## src/rtl/adder.sv

```systemverilog
// AXI4-Lite slave wrapping a registered two-operand unsigned adder.
// Register map: 0x00 OP_A (RW), 0x04 OP_B (RW), 0x08 SUM (RO), 0x0C STATUS (RO).
// Optional feature macro ADDER_OVF_FLAG_EN adds signed overflow at STATUS bit1.
module adder #(
    parameter int unsigned DATA_WIDTH = 32,
    parameter int unsigned ADDR_WIDTH = 8
) (
    input  logic                      s1_axi_aclk,
    input  logic                      s1_axi_aresetn,
    input  logic [ADDR_WIDTH-1:0]     s1_axi_awaddr,
    input  logic                      s1_axi_awvalid,
    output logic                      s1_axi_awready,
    input  logic [DATA_WIDTH-1:0]     s1_axi_wdata,
    input  logic [DATA_WIDTH/8-1:0]   s1_axi_wstrb,
    input  logic                      s1_axi_wvalid,
    output logic                      s1_axi_wready,
    output logic                      s1_axi_bresp,
    output logic                      s1_axi_bvalid,
    input  logic                      s1_axi_bready,
    input  logic [ADDR_WIDTH-1:0]     s1_axi_araddr,
    input  logic                      s1_axi_arvalid,
    output logic                      s1_axi_arready,
    output logic [DATA_WIDTH-1:0]     s1_axi_rdata,
    output logic                      s1_axi_rresp,
    output logic                      s1_axi_rvalid,
    input  logic                      s1_axi_rready
);

    localparam int unsigned STRB_W = DATA_WIDTH / 8;
    localparam int unsigned SUM_W  = DATA_WIDTH + 1;

    localparam logic [ADDR_WIDTH-1:0] WORD_OP_A   = ADDR_WIDTH'(0);
    localparam logic [ADDR_WIDTH-1:0] WORD_OP_B   = ADDR_WIDTH'(1);
    localparam logic [ADDR_WIDTH-1:0] WORD_SUM    = ADDR_WIDTH'(2);
    localparam logic [ADDR_WIDTH-1:0] WORD_STATUS = ADDR_WIDTH'(3);

    logic [DATA_WIDTH-1:0] op_a_q;
    logic [DATA_WIDTH-1:0] op_b_q;
    logic [DATA_WIDTH-1:0] sum_q;
    logic                  carry_q;
`ifdef ADDER_OVF_FLAG_EN
    logic                  ovf_q;
`endif

    logic [ADDR_WIDTH-1:0] aw_word_c;
    logic [ADDR_WIDTH-1:0] ar_word_c;
    logic                  wr_hs_c;
    logic                  rd_hs_c;
    logic                  wr_err_c;
    logic [SUM_W-1:0]      sum_ext_c;
    logic [DATA_WIDTH-1:0] status_c;
    logic [DATA_WIDTH-1:0] rd_data_c;
    logic                  rd_err_c;

    // Word index of each address; the byte offset bits drop out here.
    assign aw_word_c = s1_axi_awaddr >> 2;
    assign ar_word_c = s1_axi_araddr >> 2;

    assign wr_hs_c  = s1_axi_awready & s1_axi_awvalid & s1_axi_wvalid;
    assign rd_hs_c  = s1_axi_arready & s1_axi_arvalid;
    assign wr_err_c = (aw_word_c != WORD_OP_A) && (aw_word_c != WORD_OP_B);

    assign sum_ext_c = SUM_W'(op_a_q) + SUM_W'(op_b_q);

    // STATUS word assembly: carry at bit0, optional overflow at bit1.
    always_comb begin
        status_c    = '0;
        status_c[0] = carry_q;
`ifdef ADDER_OVF_FLAG_EN
        status_c[1] = ovf_q;
`endif
    end

    // Read data/response selection for the current read address.
    always_comb begin
        rd_data_c = '0;
        rd_err_c  = 1'b0;
        case (ar_word_c)
            WORD_OP_A:   rd_data_c = op_a_q;
            WORD_OP_B:   rd_data_c = op_b_q;
            WORD_SUM:    rd_data_c = sum_q;
            WORD_STATUS: rd_data_c = status_c;
            default:     rd_err_c  = 1'b1;
        endcase
    end

    // Write address/data ready: one-cycle pulse when both valids present and no response pending.
    always_ff @(posedge s1_axi_aclk or negedge s1_axi_aresetn) begin
        if (!s1_axi_aresetn) begin
            s1_axi_awready <= 1'b0;
            s1_axi_wready  <= 1'b0;
        end else begin
            s1_axi_awready <= s1_axi_awvalid & s1_axi_wvalid & ~s1_axi_bvalid & ~s1_axi_awready;
            s1_axi_wready  <= s1_axi_awvalid & s1_axi_wvalid & ~s1_axi_bvalid & ~s1_axi_awready;
        end
    end

    // Write response: raised after accept, held with stable bresp until bready.
    always_ff @(posedge s1_axi_aclk or negedge s1_axi_aresetn) begin
        if (!s1_axi_aresetn) begin
            s1_axi_bvalid <= 1'b0;
            s1_axi_bresp  <= 1'b0;
        end else if (wr_hs_c) begin
            s1_axi_bvalid <= 1'b1;
            s1_axi_bresp  <= wr_err_c;
        end else if (s1_axi_bready) begin
            s1_axi_bvalid <= 1'b0;
        end
    end

    // Operand registers, byte-masked by wstrb; read-only and unmapped writes are dropped.
    always_ff @(posedge s1_axi_aclk or negedge s1_axi_aresetn) begin
        if (!s1_axi_aresetn) begin
            op_a_q <= '0;
            op_b_q <= '0;
        end else if (wr_hs_c) begin
            for (int unsigned i = 0; i < STRB_W; i++) begin
                if (s1_axi_wstrb[i]) begin
                    if (aw_word_c == WORD_OP_A) op_a_q[8*i +: 8] <= s1_axi_wdata[8*i +: 8];
                    if (aw_word_c == WORD_OP_B) op_b_q[8*i +: 8] <= s1_axi_wdata[8*i +: 8];
                end
            end
        end
    end

    // Result registers track the operands one cycle behind.
    always_ff @(posedge s1_axi_aclk or negedge s1_axi_aresetn) begin
        if (!s1_axi_aresetn) begin
            sum_q   <= '0;
            carry_q <= 1'b0;
        end else begin
            sum_q   <= sum_ext_c[DATA_WIDTH-1:0];
            carry_q <= sum_ext_c[DATA_WIDTH];
        end
    end

`ifdef ADDER_OVF_FLAG_EN
    // Signed overflow: operands agree in sign and the sum does not.
    always_ff @(posedge s1_axi_aclk or negedge s1_axi_aresetn) begin
        if (!s1_axi_aresetn) begin
            ovf_q <= 1'b0;
        end else begin
            ovf_q <= (op_a_q[DATA_WIDTH-1] == op_b_q[DATA_WIDTH-1]) &&
                     (sum_ext_c[DATA_WIDTH-1] != op_a_q[DATA_WIDTH-1]);
        end
    end
`endif

    // Read address ready: one-cycle pulse when no read data is pending.
    always_ff @(posedge s1_axi_aclk or negedge s1_axi_aresetn) begin
        if (!s1_axi_aresetn) begin
            s1_axi_arready <= 1'b0;
        end else begin
            s1_axi_arready <= s1_axi_arvalid & ~s1_axi_rvalid & ~s1_axi_arready;
        end
    end

    // Read data channel: captured on accept, held until rready.
    always_ff @(posedge s1_axi_aclk or negedge s1_axi_aresetn) begin
        if (!s1_axi_aresetn) begin
            s1_axi_rvalid <= 1'b0;
            s1_axi_rdata  <= '0;
            s1_axi_rresp  <= 1'b0;
        end else if (rd_hs_c) begin
            s1_axi_rvalid <= 1'b1;
            s1_axi_rdata  <= rd_data_c;
            s1_axi_rresp  <= rd_err_c;
        end else if (s1_axi_rready) begin
            s1_axi_rvalid <= 1'b0;
        end
    end

endmodule

```

## config.mk

```make
export PLATFORM = sky130hd
export DESIGN_NAME = adder
export DESIGN_NICKNAME = d
export VERILOG_FILES = /design/src/rtl/adder.sv
export SDC_FILE = /design/constraint.sdc
export NUM_CORES = 1
export LEC_CHECK = 0
export BUFFER_PORTS_ARGS = -buffer_cell sky130_fd_sc_hd__buf_2
export CAP_MARGIN = 20
export CORE_UTILIZATION = 60
export CTS_BUF_LIST = sky130_fd_sc_hd__clkbuf_16
export DETAILED_ROUTE_END_ITERATION = 8
export GPL_TIMING_DRIVEN = 0
export PLACE_DENSITY_LB_ADDON = 0.3
export SLEW_MARGIN = 0
export SYNTH_ARGS = -nofsm -noshare
export SYNTH_HDL_FRONTEND = slang
export SYNTH_SLANG_ARGS = --single-unit
```

## constraint.sdc

```tcl
create_clock -name s1_axi_aclk -period 4.9 [get_ports s1_axi_aclk]
set_input_delay 0.245 -clock s1_axi_aclk [delete_from_list [all_inputs] [get_ports s1_axi_aclk]]
set_output_delay 0.245 -clock s1_axi_aclk [all_outputs]
set_load 0.03 [all_outputs]
```

# == Word-level counts from Yosys, hierarchy flattened ==
# Cells that the tools add are included.
# op_classes
reduce_logical,15
eq_ne,5
mux,6
bitwise_logic,12
addsub,1
# op_table
cell,count
$pmux 32 s4,1
$add 32x32->33,1
$reduce_and 3->1,8
$logic_not 8->1,2
$eq 6x1->1 const B,2
$eq 6x2->1 const B,2
$and 1x1->1,8
$reduce_bool 8->1,1
$ne 6x1->1 const B,1
$mux 1,5
$not 1->1,4
$reduce_bool 2->1,2
$reduce_or 4->1,1
$logic_and 1x1->1,1
# totals
input_bits,59
ff_bits,135
output_inout_bits,39
word_cells,56

# == Depth between registers and ports, before layout ==
# Gate-level depths: netlist of run 1.
# depth
ltp_word,3
ltp_mapped,9
depth_no_buf,9

# == Worst setup path after synthesis of run 1 ==
# No wires, ideal clock.
# synth_timing
path_kind,register to register
from,register op_a_q[0]
to,register sum_q[30]
t_arrival_ns,2.238
setup_slack_ns,2.540
period_less_slack_ns,2.360
required_ns,4.778
stages_incl_launch_ff,10
path_buffers,0
setup_ns,0.122
path_cell_list,dfrtp_1 > ha_1 > fa_1 > a211oi_1 > o21bai_1 > o211ai_1 > a21oi_2 > a21oi_2 > a2111oi_0 > a2111oi_1
# synth_via
elab_chain_len,1
# synth_lines
item,line,source
"start, declared",37,logic [DATA_WIDTH-1:0] op_a_q;
"start signal, assigned by index",119,if (aw_word_c == WORD_OP_A) op_a_q[8*i +: 8] <= s1_axi_wdata[8*i +: 8];
$add 32x32->33,63,assign sum_ext_c = SUM_W'(op_a_q) + SUM_W'(op_b_q);
via sum_ext_c[30],50,logic [SUM_W-1:0] sum_ext_c;
"end signal, assigned",132,sum_q <= sum_ext_c[DATA_WIDTH-1:0];
"end, declared",39,logic [DATA_WIDTH-1:0] sum_q;
# The timed path passes the listed nets, and every way through them passes these cells.
# A chain may end at the register's enable or synchronous reset.

# == Final worst setup path of run 1 ==
# Ends and elaborated chain as after synthesis.

==> flow_summary_export.csv, run 1 <==
group,metric,value,unit
timing,tightest_slew,817,ps
finish,multi_input_area,0.00356,mm2
setup_path,cpMostUsedCell,"a21oi_2",
setup_path,worst_setup_path_start_kind,"flip-flop",
timing,drv_slew,0,
setup_path,crit_family,"compound AO/OA/AOI/OAI gates",
cts,cts-resized-gates,0,
finish,nFillCells,760,
cts,cts.sinks,135,
finish,syn2layout_area_growth,18.4,%
yosys,syn_nets,717,
timing,fin_crit,2880,ps
detailed_routing,routed_wl,17000,um
floorplanning,die_w,111,um
detailed_routing,drt_first_pass_iters,5,
global_route,grt_overflow,0,
floorplanning,core,0.0115,mm2
cts,cts_root_buf,"clkbuf_16",
setup_path,cp_slowest_cell,"fa_1",
hold_path,min_path_type,"in2reg",
yosys,synth-edff-count,0,
timing,rsz0062_at_grt,"false",
floorplanning,pin_count,98,
cts,ctsHoldBuffers,1,
cts,numCtsBuffers,17,
global_route,grt_pass1_vias,5584,
hold_path,hold_path.startpoint,"s1_axi_rready",
setup_path,cp.buffers_inverters,0,
cts,cts_setup_buffers,0,
finish,final_nets,828,
detailed_routing,drt-initial-drc-count,346,
global_route,grt_usage,29.4,%
floorplanning,num_rows,39,
yosys,synth.distinct_cells,59,
global_route,grt_first_pass_wirelength,28000,um
timing,fmax,348,MHz
timing,setup_tns,0,ps
timing,max_slew_margin,45.5,%
global_route,grt_start_max_net_pins,71,
detailed_routing,ant_nets,0,
yosys,synth_area_per_cell,11.3,um2
floorplanning,dieHeight,111,um
finish,seq_area,0.00338,mm2
cts,cts_buffer_depth,2,
yosys,syn_inst,625,
yosys,synth_ff_type,"dfrtp_1",
cts,htree_levels,4,
detailed_routing,wl_per_cell,19.0,um
finish,finish.utilization,73.2,%
timing,min_period_over_period,58.7,%
job,cap_violations,0,
setup_path,cp-startpoint,"op_a_q[0]",
setup_path,required,5170,ps
floorplanning,start_util,61.8,%
cts,cts_tree,"yes",
placed_design,place.gp.congestion,0.903,
yosys,async_flop_share,100,%
detailed_routing,vias,5453,
timing,finClkSkew,5.86,ps
floorplanning,die_area,0.0122,mm2
power,cellPowerDensity,319,mW/mm2
setup_path,cp_max_fo,4,
cts,clkLatencyLatePin,420,ps
detailed_routing,drcViolationCount,0,
cts,clk_pin_slew_worst_paths,60,ps
yosys,yosys_warnings,0,
setup_path,crit_arrival,3150,ps
timing,hold_viol_final,0,
setup_path,worstReg2RegStart,"op_a_q[0]",
global_route,antenna_found_initial,0,
yosys,ys_ff_latch,135,
power,peakVddDrop,263,uV
outcome,status,"completed",
finish,drive_gt1_share,28.7,%
timing,worst_slack,2020,ps
setup_path,cp_cell_sequence,"ha_1 > fa_1 > a211oi_1 > o21bai_1 > o211ai_1 > a21oi_2 > a21oi_2 > a2111oi_0 > a2111oi_1",
timing,finalSetupViolCount,0,
detailed_routing,vias_per_cell,6.12,
setup_path,slowest_delay,440,ps
finish,n_antenna_cell,0,
placed_design,dp_slack,2120,ps
yosys,synthesis.area,0.00709,mm2
placed_design,hpwl,11800,um
timing,hold_ws,20.0,ps
yosys,seq_area_frac_synth,47.7,%
power,leakagePower,4.36,nW
setup_path,crit_type,"reg2reg",
setup_path,end_kind,"flip-flop",
placed_design,io_buffers,90,
## area by class of cell
type | count | share of cell area [%]
clock buffers | 17 | 5.07
flip-flops and latches | 135 | 40.3
clock inverters | 14 | 2.46
plain buffers | 31 | 1.60
multi-input cells | 455 | 42.4
repair buffers | 92 | 5.89
inverters | 4 | 0.179
well taps | 143 | 2.13
## kinds of logic (layout without fill, tap and decap cells)
kind of cell,count (synthesis),in the layout,share of synthesized area [%]
buffers and inverters,35,158,2.10
muxes,98,98,15.2
DFF,135,135,47.7
xor gates and xnor gates,24,24,2.97
and+or+nand+nor,131,131,10.2
adders and majority gates,33,33,5.93
AOI/OAI and AO/OA,169,169,16.0
## synth_stat cells (3+ instances only)
library cell,number,area share (%)
a211o_1,3,0.37
dfrtp_1,135,48
o211ai_1,4,0.42
a22o_1,32,4.0
xnor2_1,14,1.7
xor2_1,10,1.2
nand3_1,5,0.35
o21a_1,5,0.53
nor2_1,17,0.90
nand2_1,59,3.1
nor2b_1,5,0.44
mux2i_1,32,4.5
nor4_4,4,1.2
o21ai_0,52,3.7
nand4_1,7,0.62
a21o_1,14,1.5
buf_2,3,0.21
mux2_2,64,10
clkbuf_1,22,1.2
nor3_1,7,0.49
inv_1,4,0.21
a211oi_1,6,0.64
and3_1,4,0.35
nor2_4,5,0.79
nand2b_1,4,0.35
a31oi_1,4,0.35
ha_1,32,5.7
a21oi_1,31,2.2
## final timing paths
kind                                        to  slack [ps]  depth (start not counted)
worst max register to register       sum_q[30]        2020                          9
worst min register to register  s1_axi_arready         480                          1
worst max-delay path                 sum_q[30]        2020                          9
max in group asynchronous           op_b_q[30]        3760                          3
min in group asynchronous            op_a_q[8]         380                          2
worst min-delay path             s1_axi_rvalid          20                          2
## where the power goes
part	switching [mW]	internal, mW	leakage, nW	total, mW
registers	0.0116	1.13	1.87	1.14
clock network	0.483	0.895	0.306	1.38
logic	0.101	0.0519	2.18	0.153
total	0.596	2.08	4.36	2.68
## cell usage in the layout (no fill, tap or decap), types with 17 or more instances in the layout
| cell | instances |
|---|---|
| mux2i_1 | 32 |
| dfrtp_1 | 135 |
| o21ai_0 | 52 |
| buf_2 | 92 |
| mux2_2 | 64 |
| a22o_1 | 32 |
| clkbuf_1 | 22 |
| nand2_1 | 59 |
| clkbuf_16 | 17 |
| a21oi_1 | 31 |
| ha_1 | 32 |
| nor2_1 | 17 |
## sequential cells by signal (all words and copies together), names as in the netlist
signal,flops
s1_axi_bresp,1
s1_axi_rvalid,1
s1_axi_wready,1
s1_axi_arready,1
s1_axi_rresp,1
carry_q,1
op_a_q,32
sum_q,32
s1_axi_bvalid,1
op_b_q,32
s1_axi_rdata,32
## through the flow
step	std cells	total power [mW]	instance area, um2
floorplan	625	1.24	7090
global placement	858	1.31	7710
detailed placement	859	1.32	7750
CTS	891	2.69	8390
global route	891	2.76	8390
finish	891	2.68	8390
## metal layers
layer	GRT usage (%)	share of wire, %
met1	38.6	44
met4	11.0	1.9
met5	0	0
met2	47.7	50
met3	6.72	4.8
Power figures use the tool's default switching activity.
==> run 2: changes to the inputs <==
- ABC_AREA: not set -> 1
- CORE_UTILIZATION: 60 -> 59
- clock period: 4.9 -> 2.8 ns (I/O delays scaled with it)
==> flow_summary_export.csv, run 2 <==
group,metric,value,unit
finish,n_antenna_cell,0,
yosys,ys_ff_latch,135,
global_route,grt_usage,31.1,%
yosys,synth_ff_type,"dfrtp_1",
timing,fmax,453,MHz
detailed_routing,drt-initial-drc-count,662,
timing,hold_viol_final,0,
timing,finClkSkew,9.78,ps
setup_path,crit_type,"reg2reg",
floorplanning,start_util,60.2,%
hold_path,min_path_type,"in2reg",
yosys,synthesis.area,0.00794,mm2
yosys,synthTopCellsByArea,"dfrtp_1, nand2_1, inv_1",
cts,cts_buffer_depth,2,
power,leakagePower,5.71,nW
finish,syn2layout_area_growth,20.1,%
detailed_routing,drcViolationCount,0,
timing,setup_tns,0,ps
placed_design,hpwl,14700,um
timing,hold_ws,11.8,ps
timing,fin_crit,2210,ps
finish,nFillCells,1062,
timing,drv_slew,0,
finish,mostFrequentLayoutCell,"nand2_1",
cts,cts_setup_buffers,0,
cts,htree_levels,4,
setup_path,cpMostUsedCell,"nand2_1",
cts,cts.sinks,135,
timing,max_slew_margin,55.7,%
yosys,synth_most_common_cell,"nand2_1",
cts,cts_root_buf,"clkbuf_16",
placed_design,place.gp.congestion,0.911,
floorplanning,die_area,0.0139,mm2
cts,numCtsBuffers,17,
floorplanning,die_w,118,um
timing,min_period_over_period,78.9,%
cts,clkLatencyLatePin,420,ps
finish,final_nets,1333,
yosys,synthTopCellsByCount,"nand2_1, inv_1, dfrtp_1, nand3_1, nor2_1",
setup_path,crit_arrival,2520,ps
timing,tightest_slew,664,ps
detailed_routing,wl_per_cell,14.2,um
floorplanning,dieHeight,118,um
timing,rsz0062_at_grt,"false",
placed_design,io_buffers,93,
detailed_routing,ant_nets,0,
yosys,seq_area_frac_synth,42.6,%
setup_path,cp_slowest_cell,"fa_1",
setup_path,required,3110,ps
yosys,async_flop_share,100,%
outcome,status,"completed",
setup_path,cp_cell_sequence,"ha_1 > fa_1 > nand3_1 > nand3_1 > nand2_1 > nand2_2 > nand2_2 > nand2_2 > nand2_1 > nand2_1 > nand2_1 > nand2_1",
detailed_routing,routed_wl,20300,um
global_route,antenna_found_initial,0,
global_route,grt_first_pass_wirelength,33700,um
global_route,grt_start_max_net_pins,71,
finish,layout_common_cells,"nand2_1, inv_1, dfrtp_1",
finish,drive_gt1_share,17.3,%
detailed_routing,vias,7311,
setup_path,end_kind,"flip-flop",
yosys,yosys_warnings,0,
power,cellPowerDensity,468,mW/mm2
cts,cts_tree,"yes",
detailed_routing,drt_first_pass_iters,8,
yosys,synth.distinct_cells,33,
setup_path,worst_setup_path_start_kind,"flip-flop",
floorplanning,core,0.0132,mm2
setup_path,slowest_delay,480,ps
yosys,synth-edff-count,0,
yosys,syn_nets,1189,
detailed_routing,vias_per_cell,5.12,
job,cap_violations,0,
global_route,grt_overflow,0,
yosys,netlist.area_leader.share,42.6,%
floorplanning,num_rows,42,
yosys,synth_area_per_cell,7.23,um2
yosys,yosysTopAreaCell,"dfrtp_1",
yosys,syn_inst,1097,
cts,clk_pin_slew_worst_paths,60,ps
floorplanning,pin_count,98,
global_route,grt_pass1_vias,7051,
timing,finalSetupViolCount,0,
power,peakVddDrop,391,uV
setup_path,cp_max_fo,4,
[run 2: cell count changes in the layout (fill, tap and decap cells not counted), moves of 27 or more]
cell           previous run  this run
mux2_2                   64         0
nand3_1                   5        58
nand2_1                  59       481
mux2i_1                  32         0
inv_1                     4       154
a22o_1                   32         0
dlygate4sd3_1             1        31
o21ai_2                   0        27
o21ai_1                   0        37
o21ai_0                  52         5
[run 2: final timing paths]
path	from	end	slack, ps	depth (start not counted)
min in group asynchronous	s1_axi_aresetn	s1_axi_rdata[4]	280	2
hold / removal	s1_axi_wdata[21]	op_b_q[21]	10	3
setup / recovery	op_a_q[0]	sum_q[20]	590	12
max in group asynchronous	s1_axi_aresetn	op_b_q[29]	1770	3
hold reg to reg	s1_axi_arready	s1_axi_arready	440	1
setup reg to reg	op_a_q[0]	sum_q[20]	590	12
[run 2: kinds of logic after synthesis]
family / after synthesis / share of synthesized area (%)
and+or+nand+nor: 633 / 33.5
buffers and inverters: 186 / 9.55
DFF: 135 / 42.6
AOI/OAI and AO/OA: 95 / 7.46
adders and majority gates: 33 / 5.30
xor gates and xnor gates: 15 / 1.66
[run 2: metrics by stage]
step	area (um2)	setup slack, ps	util [%]	total power [mW]	cells
floorplan	7940	1010	-	2.16	1097
global placement	8620	-197	65.4	2.28	1366
detailed placement	8660	635	65.6	2.29	1367
CTS	9530	623	72.3	4.47	1427
global route	9530	471	72.3	4.59	1427
finish	9530	590	72.3	4.46	1427
[run 2: final cells by class]
cell class                 instances  area [um2]  share of cell area, %
clock buffer                      17         425                   4.46
clock inverter                    12         139                   1.46
inverter                         162         608                   6.38
timing repair buffer             125         810                   8.49
buffer                            24         150                   1.58
tap                              176         220                   2.31
multi-input combinational        776        3800                   39.9
sequential                       135        3380                   35.4
[run 2: routing by layer]
metal	vias up	routed length, um	track usage, %
li1	3654	-	-
met4	0	503	12.5
met1	3348	9460	42.9
met2	269	9110	48.7
met5	-	0	0
met3	40	1200	5.72
[run 2: critical path: cells and delay by family, from the launching register on]
family                   cells  cell delay [ps]
adder cells (fa/ha/maj)      2              770
AND/OR/NAND/NOR             10              910
flip-flops                   1              420
[run 2: power by group]
group	switching (mW)	internal (mW)	leakage (nW)
Combinational	0.182	0.106	3.57
Sequential	0.0212	1.98	1.87
Clock	0.805	1.36	0.264
Total	1.01	3.46	5.71
[run 2: what timing repair did]
item                                   in CTS  in global routing
resized for setup                           0                  0
hold buffers                               31                  0
endpoints found under the hold margin     112                  0
